File: src/rtl/debounce_sync.sv
// rtl/debounce_sync.sv - synchronizer plus debounce FSM with edge pulses and a saturating glitch counter
module debounce_sync #(
    parameter int SYNC_STAGES     = 2,
    parameter int DEBOUNCE_CYCLES = 4,
    parameter int GLITCH_W        = 8
) (
    input  logic                clk,
    input  logic                rst_n,
    input  logic                din_async,
    input  logic                clr_glitch,
    output logic                dout,
    output logic                rise,
    output logic                fall,
    output logic                busy,
    output logic [GLITCH_W-1:0] glitch_cnt
);

    localparam int CNT_W = $clog2(DEBOUNCE_CYCLES + 1);
    // cnt holds samples already taken, so the accepting sample is the one seen at DEBOUNCE_CYCLES-1
    localparam logic [CNT_W-1:0] CNT_LAST = CNT_W'(DEBOUNCE_CYCLES - 1);

    typedef enum logic [1:0] {
        ST_LO  = 2'd0,
        CHK_HI = 2'd1,
        ST_HI  = 2'd2,
        CHK_LO = 2'd3
    } state_t;

    state_t                  state_q, state_d;
    logic [SYNC_STAGES-1:0]  sync_q, sync_d;
    logic [CNT_W-1:0]        cnt_q, cnt_d;
    logic                    dout_q, dout_d;
    logic                    rise_q, rise_d;
    logic                    fall_q, fall_d;
    logic                    busy_q, busy_d;
    logic [GLITCH_W-1:0]     glitch_q, glitch_d;
    logic                    abort;
    logic                    s;

    assign s = sync_q[SYNC_STAGES-1];

    always_comb begin
        sync_d   = {sync_q[SYNC_STAGES-2:0], din_async};
        state_d  = state_q;
        cnt_d    = cnt_q;
        dout_d   = dout_q;
        rise_d   = 1'b0;
        fall_d   = 1'b0;
        abort    = 1'b0;
        glitch_d = glitch_q;

        case (state_q)
            ST_LO: begin
                if (s) begin
                    if (DEBOUNCE_CYCLES == 1) begin
                        state_d = ST_HI;
                        dout_d  = 1'b1;
                        rise_d  = 1'b1;
                    end else begin
                        state_d = CHK_HI;
                        cnt_d   = CNT_W'(1);
                    end
                end
            end
            CHK_HI: begin
                if (!s) begin
                    state_d = ST_LO;
                    cnt_d   = '0;
                    abort   = 1'b1;
                end else if (cnt_q == CNT_LAST) begin
                    state_d = ST_HI;
                    cnt_d   = '0;
                    dout_d  = 1'b1;
                    rise_d  = 1'b1;
                end else begin
                    cnt_d = cnt_q + 1'b1;
                end
            end
            ST_HI: begin
                if (!s) begin
                    if (DEBOUNCE_CYCLES == 1) begin
                        state_d = ST_LO;
                        dout_d  = 1'b0;
                        fall_d  = 1'b1;
                    end else begin
                        state_d = CHK_LO;
                        cnt_d   = CNT_W'(1);
                    end
                end
            end
            CHK_LO: begin
                if (s) begin
                    state_d = ST_HI;
                    cnt_d   = '0;
                    abort   = 1'b1;
                end else if (cnt_q == CNT_LAST) begin
                    state_d = ST_LO;
                    cnt_d   = '0;
                    dout_d  = 1'b0;
                    fall_d  = 1'b1;
                end else begin
                    cnt_d = cnt_q + 1'b1;
                end
            end
            default: begin
                state_d = ST_LO;
                cnt_d   = '0;
            end
        endcase

        busy_d = (state_d == CHK_HI) || (state_d == CHK_LO);

        // clear beats a simultaneous abort; the counter sticks at all-ones
        if (clr_glitch) begin
            glitch_d = '0;
        end else if (abort && (glitch_q != {GLITCH_W{1'b1}})) begin
            glitch_d = glitch_q + 1'b1;
        end
    end

    always_ff @(posedge clk or negedge rst_n) begin
        if (!rst_n) begin
            sync_q   <= '0;
            state_q  <= ST_LO;
            cnt_q    <= '0;
            dout_q   <= 1'b0;
            rise_q   <= 1'b0;
            fall_q   <= 1'b0;
            busy_q   <= 1'b0;
            glitch_q <= '0;
        end else begin
            sync_q   <= sync_d;
            state_q  <= state_d;
            cnt_q    <= cnt_d;
            dout_q   <= dout_d;
            rise_q   <= rise_d;
            fall_q   <= fall_d;
            busy_q   <= busy_d;
            glitch_q <= glitch_d;
        end
    end

    assign dout       = dout_q;
    assign rise       = rise_q;
    assign fall       = fall_q;
    assign busy       = busy_q;
    assign glitch_cnt = glitch_q;

endmodule
File: config.mk
export PLATFORM = sky130hd
export DESIGN_NAME = debounce_sync
export DESIGN_NICKNAME = d
export VERILOG_FILES = /design/src/rtl/debounce_sync.sv
export SDC_FILE = /design/constraint.sdc
export NUM_CORES = 1
export LEC_CHECK = 0
export BUFFER_PORTS_ARGS = -buffer_cell sky130_fd_sc_hd__buf_2
export CELL_PAD_IN_SITES_DETAIL_PLACEMENT = 1
export CELL_PAD_IN_SITES_GLOBAL_PLACEMENT = 2
export CORE_MARGIN = 2
export CORE_UTILIZATION = 36
export CTS_CLUSTER_SIZE = 14
export DETAILED_ROUTE_END_ITERATION = 12
export GPL_TIMING_DRIVEN = 0
export PLACE_DENSITY_LB_ADDON = 0.25
export SLEW_MARGIN = 40
export SYNTH_ARGS = -nofsm -noshare
export SYNTH_HDL_FRONTEND = slang
export SYNTH_SLANG_ARGS = --single-unit
File: constraint.sdc
create_clock -name clk -period 3.2 [get_ports clk]
set_input_delay 0.48 -clock clk [delete_from_list [all_inputs] [get_ports clk]]
set_output_delay 0.48 -clock clk [all_outputs]
set_load 0.005 [all_outputs]
==> summary.md <==
The number of cells on the worst reg-to-reg path is 4. The worst setup path is launched from a flip-flop. The per-cell via count in the routed design was 5.16. The count of nets left with antenna violations after detail routing came out at 0.

Summed over all failing endpoints, the final setup total negative slack is 0 ns. The number of clock buffers added by TritonCTS is 3. Endpoint class of the critical path: a flip-flop. The total power after layout is 636 µW, and the simple-gate portion of the synthesized area is 18.4%. The largest single stage delay on the critical path is 0.50 ns. The number of synthesized register bits was 19. The congestion estimate from routability-driven global placement came to 0.683.

Compared with the post-synthesis result, the final layout area differs by 15.8%. Walking the worst path, the cells encountered are xnor2_2 -> o211ai_2 -> or4_1 -> a21oi_1. In the layout the commonest cells are 19 x sky130_fd_sc_hd__dfrtp_1, 14 x sky130_fd_sc_hd__buf_2, 7 x sky130_fd_sc_hd__nand2_1, 7 x sky130_fd_sc_hd__nor2_1, 7 x sky130_fd_sc_hd__a21oi_1. The clock tree root driver cell was sky130_fd_sc_hd__clkbuf_4.

The initial antenna violation count is 0. In this run, the number of DRC markers left after iteration 0 of detailed routing was 5. Summing the areas of all compound-gate instances in the mapped netlist gives 13.1% of the synthesized area. Once detailed placement completed, the half-perimeter wirelength came to 1.25 mm.

For the number of global-route vias before repair, the log shows 641. Across the run, the number of max-cap violations was 0. The library cell used most frequently in the layout, excluding fill and tap cells, is sky130_fd_sc_hd__dfrtp_1. The buffer levels on the longest clock path was 2; the post-synthesis average cell area was 10.8 µm². After filler insertion, the fill cell instance count of the layout stands at 263. The highest attainable clock frequency was 0.554 GHz; the biggest fanout along the worst timing path was 9. Setup repair after global routing left no endpoint under its margin. Yosys printed 0 warnings. 16 I/O pins were placed. The number of vias after detailed routing is 640, and the highest ir drop seen on vdd is 360 µV. For the final database, setup skew stands at 0.0123 ns. Clock-pin slew was measured on the worst setup and hold paths at 0.12 ns. For the number of distinct standard cells referenced by the synthesized netlist, the log shows 27. The worst-path cell with the longest stage delay is sky130_fd_sc_hd__or4_1.

The initial utilization of the core area, before any placement, comes to 38.1%. The global-route wire length before repair was 2.99 mm. Max-slew headroom at the worst pin: 69.6%. Power spread over the standard cell area amounts to 652 mW/mm². Measured along the x axis, the die boundary spans 52.4 µm. The die extent in y works out to 52.4 µm.

Net switching is 34.7% of the power. Post-CTS timing repair inserted 0 buffers for setup. The logs give 0 for the overall overflow remaining after global route and 1.75 mm for the aggregate routed wire length.

In this run the cell area of the synthesized design comes to 842 µm². The post-route fraction of the period consumed by the critical path is 56.4%. TritonCTS built the clock tree.

In the final layout, the share of cells above drive strength 1 is 21.9%. For the setup slack of the most critical reg-to-reg path, the log shows 1.39 ns. Clock latency on the worst-skew pair, taken at its later pin, is 0.30 ns. The clock network is responsible for 19.3% of the overall power. The smallest clock period supported by the final layout is computed as 1.81 ns. After synthesis, the share of cell area in mux cells is 2.38%. Routed length per placed instance: 14.1 µm.

After floorplanning, the core was sized to cover 0.00221 mm². The tools report the leakage component of the power as 0.462 nW. Max-slew violation count: 0. In this run, post-CTS hold repair placed 0 buffers. The run gives 15.3% as the overall track demand over capacity in global routing. After synthesis, the largest family of logic cells by area is simple AND/OR/NAND/NOR gates. The run finished with clean final reports. The logs give 1.39 ns for the minimum setup slack in the final design and 84 for the post-synth net total. The post-layout instance count excluding filler cells is 124, and the slew at the pin closest to its max-slew limit is 0.453 ns.

The run gives 415 µW as the internal power contribution. The type of the tightest min-delay check was input port to asynchronous set/reset pin. Data on the critical path is required at its endpoint by 3.43 ns. The tools report the placed instance count as 120. The area share of fa/ha/maj cells after synthesis is 2.97%. The count of input and output buffers came out at 14. The critical register-to-register path startpoint was state_q[1]$_DFF_PN0_. Per report_power, the combinational group accounts for 31.3% of the total. The number of sinks driven by the clock tree came out at 19.

The number of detailed-route iterations in the first pass is 4. The run gives 0 as the post-cts repair resize count. For this run, design rule violations remaining after detail routing come to 0. Count of H-tree levels built during CTS: 1. The count of endpoints failing setup in the final report is 0. The worst register-to-register path ends at glitch_cnt[7]$_DFFE_PN0P_. The setup path with the least slack is of type flip-flop to flip-flop. Synthesis handed over a netlist of 78 instances.

The tools report the part of the power in registers as 49.4%. The logs give 0 for the final hold violation count and 1.37 ns for the post-place setup slack. After synthesis, flip-flops and latches occupy 56.5% of the total area.

The floorplan step defined a die boundary enclosing 0.00274 mm². STA puts the critical path data arrival time at 2.04 ns. The logs give 0 for the diode insertion count for antenna repair and 20 for the maximum number of pins on one net before global-route repair.

After floorplanning, the core was divided into 17 placement rows. The net count reported at finish was 103; the net switching power was 220 µW. After Yosys synthesis, XOR and XNOR cells account for 4.01% of the synthesized area.
[cell families (layout without fill, tap and decap cells)]
| logic type | count (synthesis) | count (layout) |
|---|---|---|
| AOI/OAI and AO/OA | 18 | 18 |
| adders and majority gates | 2 | 2 |
| DFF | 19 | 19 |
| xor gates and xnor gates | 3 | 3 |
| and+or+nand+nor | 30 | 30 |
| buffers and inverters | 4 | 22 |
| muxes | 2 | 2 |
[how the worst max path moves through the flow]
stage	start	end	slack, ns	cells after the start
floorplan	state_q[1]$_DFF_PN0_	glitch_cnt[3]$_DFFE_PN0P_	1.62	5
global placement	state_q[1]$_DFF_PN0_	glitch_cnt[4]$_DFFE_PN0P_	1.43	5
detailed placement	state_q[1]$_DFF_PN0_	glitch_cnt[5]$_DFFE_PN0P_	1.37	5
CTS	state_q[1]$_DFF_PN0_	glitch_cnt[5]$_DFFE_PN0P_	1.37	5
global route	state_q[1]$_DFF_PN0_	glitch_cnt[7]$_DFFE_PN0P_	1.23	4
finish	state_q[1]$_DFF_PN0_	glitch_cnt[7]$_DFFE_PN0P_	1.39	4
[metal layers]
metal / part of all wire, % / global-route usage (%) / vias up
met4: 1.5 / 8.97 / 0
met1: 47 / 19.4 / 309
met3: 3.2 / 3.43 / 2
met2: 48 / 23.8 / 10
li1: - / - / 319
met5: 0 / 0 / -
[critical path: cells and delay by family (launching register included)]
kind	cells	cell delay (ns)
xor+xnor	1	0.42
simple gates	1	0.50
compound gates	2	0.37
flops	1	0.45
[through the flow]
step | area, µm² | hold slack, ns | util (%)
6_report | 975 | 0.0934 | 44.1
5_1_grt | 975 | 0.113 | 44.1
4_1_cts | 975 | 0.0985 | 44.1
3_5_place_dp | 947 | 0.336 | 42.8
3_3_place_gp | 947 | 0.343 | 42.8
2_1_floorplan | 842 | 0.184 | -
[cells in the mapped netlist]
master	n	area share [%]
sky130_fd_sc_hd__a21oi_1	7	4.2
sky130_fd_sc_hd__and2_1	1	0.74
sky130_fd_sc_hd__and4_1	1	1.0
sky130_fd_sc_hd__buf_1	1	0.45
sky130_fd_sc_hd__buf_6	1	1.3
sky130_fd_sc_hd__clkbuf_1	1	0.45
sky130_fd_sc_hd__dfrtp_1	19	56
sky130_fd_sc_hd__ha_1	2	3.0
sky130_fd_sc_hd__inv_1	1	0.45
sky130_fd_sc_hd__mux2i_1	2	2.4
sky130_fd_sc_hd__nand2_1	7	3.1
sky130_fd_sc_hd__nand3_1	4	2.4
sky130_fd_sc_hd__nand3b_1	1	0.89
sky130_fd_sc_hd__nand4_1	1	0.74
sky130_fd_sc_hd__nor2_1	7	3.1
sky130_fd_sc_hd__nor2b_1	2	1.5
sky130_fd_sc_hd__nor3b_1	1	0.89
sky130_fd_sc_hd__o2111ai_1	1	1.0
sky130_fd_sc_hd__o211ai_2	1	1.5
sky130_fd_sc_hd__o21a_1	1	0.89
sky130_fd_sc_hd__o21ai_0	5	3.0
sky130_fd_sc_hd__o22ai_1	1	0.74
sky130_fd_sc_hd__o31ai_1	2	1.8
sky130_fd_sc_hd__or3_1	3	2.2
sky130_fd_sc_hd__or4_1	2	1.8
sky130_fd_sc_hd__xnor2_2	1	1.9
sky130_fd_sc_hd__xor2_1	2	2.1
[registers in the layout, indices dropped and copies added, names as in the netlist]
name,flops
busy,1
cnt_q,3
dout,1
fall,1
glitch_cnt,8
rise,1
state_q,2
sync_q,2
[cell type report]
class | instances | area, µm² | share of cell area [%]
Clock buffer | 3 | 22.5 | 2.31
Clock inverter | 1 | 5.00 | 0.513
Buffer | 3 | 18.8 | 1.93
Tap cell | 28 | 35.0 | 3.59
Sequential cell | 19 | 475 | 48.8
Inverter | 1 | 3.75 | 0.385
Timing Repair Buffer | 14 | 70.1 | 7.19
Multi-Input combinational cell | 55 | 344 | 35.3
[power by group through the flow]
stage / registers, mW / logic [mW] / clock network [mW]
2_1_floorplan: 0.317 / 0.145 / 0
3_3_place_gp: 0.318 / 0.196 / 0
3_5_place_dp: 0.320 / 0.204 / 0
4_1_cts: 0.315 / 0.205 / 0.130
5_1_grt: 0.322 / 0.228 / 0.136
6_report: 0.314 / 0.199 / 0.123
Note: power is estimated with default switching activity, not from simulation.
